### config.mk
export PLATFORM = sky130hd
export DESIGN_NAME = div_unit
export DESIGN_NICKNAME = d
export VERILOG_FILES = /design/src/rtl/div_unit.sv
export SDC_FILE = /design/constraint.sdc
export NUM_CORES = 1
export LEC_CHECK = 0
export ABC_AREA = 1
export BUFFER_PORTS_ARGS = -buffer_cell sky130_fd_sc_hd__buf_2
export CORE_ASPECT_RATIO = 2
export CORE_MARGIN = 3
export CORE_UTILIZATION = 55
export DETAILED_ROUTE_END_ITERATION = 8
export HOLD_SLACK_MARGIN = 0.05
export PLACE_DENSITY = 0.75
export RECOVER_POWER = 100
export SKIP_LAST_GASP = 1
export SLEW_MARGIN = 15
export SYNTH_ARGS = -nofsm -noshare
export SYNTH_HDL_FRONTEND = slang
export SYNTH_SLANG_ARGS = --single-unit
### constraint.sdc
create_clock -name i_clk -period 6.7 [get_ports i_clk]
set_input_delay 0.67 -clock i_clk [delete_from_list [all_inputs] [get_ports i_clk]]
set_output_delay 0.67 -clock i_clk [all_outputs]
set_load 0.05 [all_outputs]
### src/rtl/div_unit.sv
`default_nettype none
// ============================================================================
// Module  : div_unit
// Brief   : Iterative restoring radix-2 divider for RV32M DIV/DIVU/REM/REMU,
//           valid/ready request and response channels, one quotient bit/cycle.
// Revision: 1.0 - initial release
// ============================================================================
module div_unit #(
    parameter int WIDTH = 32
) (
    input  logic             i_clk,
    input  logic             i_rst,
    input  logic             i_valid,
    output logic             o_ready,
    input  logic [1:0]       i_div_op,
    input  logic [WIDTH-1:0] i_operand_a,
    input  logic [WIDTH-1:0] i_operand_b,
    output logic             o_valid,
    input  logic             i_ready,
    output logic [WIDTH-1:0] o_div_data
);

    localparam int                c_CNT_W = $clog2(WIDTH);
    localparam logic [c_CNT_W-1:0] c_LAST  = c_CNT_W'(WIDTH - 1);

    typedef enum logic [1:0] {
        S_IDLE = 2'd0,
        S_CALC = 2'd1,
        S_FIX  = 2'd2,
        S_DONE = 2'd3
    } state_t;

    state_t               r_state;
    state_t               w_state_nxt;
    logic [WIDTH-1:0]     r_dvd;
    logic [WIDTH-1:0]     r_dvs;
    logic [WIDTH-1:0]     r_rem;
    logic [c_CNT_W-1:0]   r_cnt;
    logic                 r_sel_rem;
    logic                 r_q_neg;
    logic                 r_r_neg;
    logic [WIDTH-1:0]     r_data;

    logic                 w_accept;
    logic                 w_signed;
    logic                 w_a_neg;
    logic                 w_b_neg;
    logic [WIDTH-1:0]     w_a_abs;
    logic [WIDTH-1:0]     w_b_abs;
    logic                 w_div_zero;
    logic                 w_ovf;
    logic                 w_special;
    logic [WIDTH-1:0]     w_special_data;
    logic [WIDTH:0]       w_trial;
    logic [WIDTH:0]       w_diff;
    logic                 w_ge;
    logic [WIDTH-1:0]     w_quot;
    logic [WIDTH-1:0]     w_remd;

    assign w_accept   = i_valid && (r_state == S_IDLE);
    assign w_signed   = ~i_div_op[0];
    assign w_a_neg    = w_signed & i_operand_a[WIDTH-1];
    assign w_b_neg    = w_signed & i_operand_b[WIDTH-1];
    assign w_a_abs    = w_a_neg ? -i_operand_a : i_operand_a;
    assign w_b_abs    = w_b_neg ? -i_operand_b : i_operand_b;
    assign w_div_zero = (i_operand_b == '0);
    assign w_ovf      = w_signed && (i_operand_a == {1'b1, {(WIDTH-1){1'b0}}})
                        && (i_operand_b == '1);
    assign w_special  = w_div_zero | w_ovf;

    // Overflow quotient equals the dividend itself (most negative value).
    assign w_special_data = i_div_op[1] ? (w_div_zero ? i_operand_a : '0)
                                        : (w_div_zero ? '1 : i_operand_a);

    // Partial remainder widened by one bit so divisors >= 2^(WIDTH-1) work.
    assign w_trial = {r_rem, r_dvd[WIDTH-1]};
    assign w_diff  = w_trial - {1'b0, r_dvs};
    assign w_ge    = (w_trial >= {1'b0, r_dvs});

    assign w_quot = r_q_neg ? -r_dvd : r_dvd;
    assign w_remd = r_r_neg ? -r_rem : r_rem;

    assign o_ready    = (r_state == S_IDLE);
    assign o_valid    = (r_state == S_DONE);
    assign o_div_data = r_data;

    always_ff @(posedge i_clk or posedge i_rst) begin
        if (i_rst) begin
            r_state <= S_IDLE;
        end else begin
            r_state <= w_state_nxt;
        end
    end

    always_comb begin
        w_state_nxt = r_state;
        case (r_state)
            S_IDLE: if (w_accept) w_state_nxt = w_special ? S_DONE : S_CALC;
            S_CALC: if (r_cnt == c_LAST) w_state_nxt = S_FIX;
            S_FIX:  w_state_nxt = S_DONE;
            S_DONE: if (i_ready) w_state_nxt = S_IDLE;
            default: w_state_nxt = S_IDLE;
        endcase
    end

    always_ff @(posedge i_clk or posedge i_rst) begin
        if (i_rst) begin
            r_dvd     <= '0;
            r_dvs     <= '0;
            r_rem     <= '0;
            r_cnt     <= '0;
            r_sel_rem <= 1'b0;
            r_q_neg   <= 1'b0;
            r_r_neg   <= 1'b0;
            r_data    <= '0;
        end else begin
            case (r_state)
                S_IDLE: begin
                    if (w_accept) begin
                        r_dvd     <= w_a_abs;
                        r_dvs     <= w_b_abs;
                        r_rem     <= '0;
                        r_cnt     <= '0;
                        r_sel_rem <= i_div_op[1];
                        r_q_neg   <= w_a_neg ^ w_b_neg;
                        r_r_neg   <= w_a_neg;
                        if (w_special) begin
                            r_data <= w_special_data;
                        end
                    end
                end
                S_CALC: begin
                    // Dividend register shifts out dividend bits and in quotient bits.
                    r_dvd <= {r_dvd[WIDTH-2:0], w_ge};
                    r_rem <= w_ge ? w_diff[WIDTH-1:0] : w_trial[WIDTH-1:0];
                    r_cnt <= r_cnt + c_CNT_W'(1);
                end
                S_FIX: begin
                    r_data <= r_sel_rem ? w_remd : w_quot;
                end
                default: begin
                end
            endcase
        end
    end

endmodule
`default_nettype wire
==> results.ini <==
[sta]
finClkSkew_ps=11.8
hold_violations=0
period_needed_ps=4470
finalCritPeriodShare=0.668
max_freq_mhz=224
slew_violations=297
setup_viol=0
worst_slew_pin_slew_ps=3710
fin_setup_tns_ps=0
slew_headroom=-1.49
rsz0062_at_grt=false

[final_layout]
drive_gt1_frac=0.0770
syn2layout_area_growth_pct=8.68
regArea_um2=3450
multi_input_area_um2=8210
stdcell_count=2491
fillerInstances=2429
post-route-cell-area_um2=14100
mostFrequentLayoutCells=nand2_1, nand3_1, inv_1
finalNetCount=2308
final_common_cell=nand2_1

[global_routing]
overflow=0
grt_pass1_vias=14100
track_usage=0.410
grt_max_degree=76
grt_first_pass_wirelength_um=79500
grt_antenna_before_repair=3

[detailed_routing]
detail-route-antenna-nets=0
vias_per_cell=6.01
first_iter_violations=1616
wire_per_inst_um=20.9
drt_first_pass_iters=7
wirelength_um=52100
drc=0
vias=15000

[die]
dieArea_um2=25700
start_util=0.558
ios=104
core_um2=23300
die_w_um=115
die_h_um=224
num_rows=79

[setup_path]
startpoint_type=flip-flop
worstPathRequired_ps=7070
worstPathArrival_ps=4840
cp_max_fo=38
path_class=reg2reg
crit_path_end_kind=flip-flop

[yosys]
yosysUniqueCellTypes=47
yosys_register_bits=138
syn_nets=2255
netlist_area_um2=13000
yosysSeqAreaShare=0.265
synth_top_area_share=0.265
yosys-top-cells-area=dfrtp_1, nand2_1, nand3_1
synth_top_cell_by_area=dfrtp_1
ys_warn_count=0
syn_inst=2141
avgSynthCellArea_um2=6.08

[run]
cap_violations=6

[pwr]
ir_worst_vdd_mv=0.319
totalPowerFinal_uw=8200
powerDensity_nw_per_um2=580
power.leakage_uw=0.00712

[run_status]
outcome=complete, but fails checks
violations=max-capacitance violations, max-slew violations

[clock_tree]
cts_buffers=17
cts_resized=0
ctsLongestPathBuffers=2
cts_tree=done
cts_max_level=4
postCtsSetupBuffers=0
postCtsHoldBufs=0
insertion_delay_ps=460
path_clk_slew_ps=70
root_buffer=clkbuf_16
clock_sinks=138

[placement]
place_area_um2=13600
gp_congestion=1.03
place_inst=2458
post-dp-hpwl_um=40000
port_buffers=103

[min_path]
min-delay-path-class=reg2reg

cell usage after synthesis, drive strengths merged:
cell    instances
nor3           21
o211ai         19
nand2         636
inv           255
a22oi          10
o21bai          5
nand4          36
xor2           23
a21oi         114
buf            38
a31oi           1
o21ai         213
ha             43
nand3b          6
xnor2          22
nor4            3
nand3         271
fa              1
o221ai          4
dfrtp         138
o21a            1
clkbuf         44
nor2          216
o31ai           2
o22ai           7
and2            3
a22o            2
a21o            3
or2             4
metrics by stage:
step	util	hold slack [ps]	setup slack, ps
floorplan	-	449	2330
global placement	0.584	457	3610
detailed placement	0.584	460	3610
CTS	0.610	367	3610
global route	0.606	502	1700
finish	0.606	479	2230
path summary, 6_finish.rpt:
check | startpoint | slack [ps] | endpoint | cells past startpoint
max | r_state[1] | 2230 | r_rem[24] | 8
min | o_div_data[23] | 480 | o_div_data[23] | 2
max reg2reg | r_state[1] | 2230 | r_rem[24] | 8
min reg2reg | o_div_data[23] | 480 | o_div_data[23] | 2
max in group asynchronous | i_rst | 2310 | r_r_neg | 3
min in group asynchronous | i_rst | 1290 | o_div_data[13] | 2
report_power, final:
group / switching (uW) / internal [uW] / total (uW)
registers: 372 / 1220 / 1590
logic: 4000 / 1590 / 5590
clock network: 432 / 592 / 1020
metal layers:
metal,up-vias,part of all wire,GRT usage,routed length (um)
li1,7112,-,-,-
met1,6884,0.33,0.417,17300
met2,711,0.50,0.704,26100
met3,254,0.056,0.0727,2920
met4,4,0.11,0.352,5760
met5,-,0.00075,0,39
sequential cells by signal, indices dropped and copies added, names as in the netlist:
name,flops
o_div_data,32
r_cnt,5
r_dvd,32
r_dvs,32
r_q_neg,1
r_r_neg,1
r_rem,32
r_sel_rem,1
r_state,2
kinds of logic after synthesis:
group | after synthesis | share of synthesized area
buffers and inverters | 337 | 0.104
AOI/OAI and AO/OA | 381 | 0.158
DFF | 138 | 0.265
and+or+nand+nor | 1196 | 0.400
adders and majority gates | 44 | 0.0429
xor gates and xnor gates | 45 | 0.0303
cell type report:
cell class / instances / area share
tap: 283 / 0.0250
sequential: 138 / 0.244
inverter: 255 / 0.0679
timing repair buffer: 116 / 0.0388
clock inverter: 15 / 0.0134
antenna: 1 / 0.000177
multi-input combinational: 1666 / 0.580
clock buffer: 17 / 0.0301
critical path, stage by stage (launching register included):
cell	delay (ps)
dfrtp_1	410
inv_1	110
ha_1	150
clkbuf_1	1340
inv_1	270
clkbuf_1	690
nor2_4	1020
nand3_1	220
o21ai_0	150
Power figures use the tool's default switching activity.
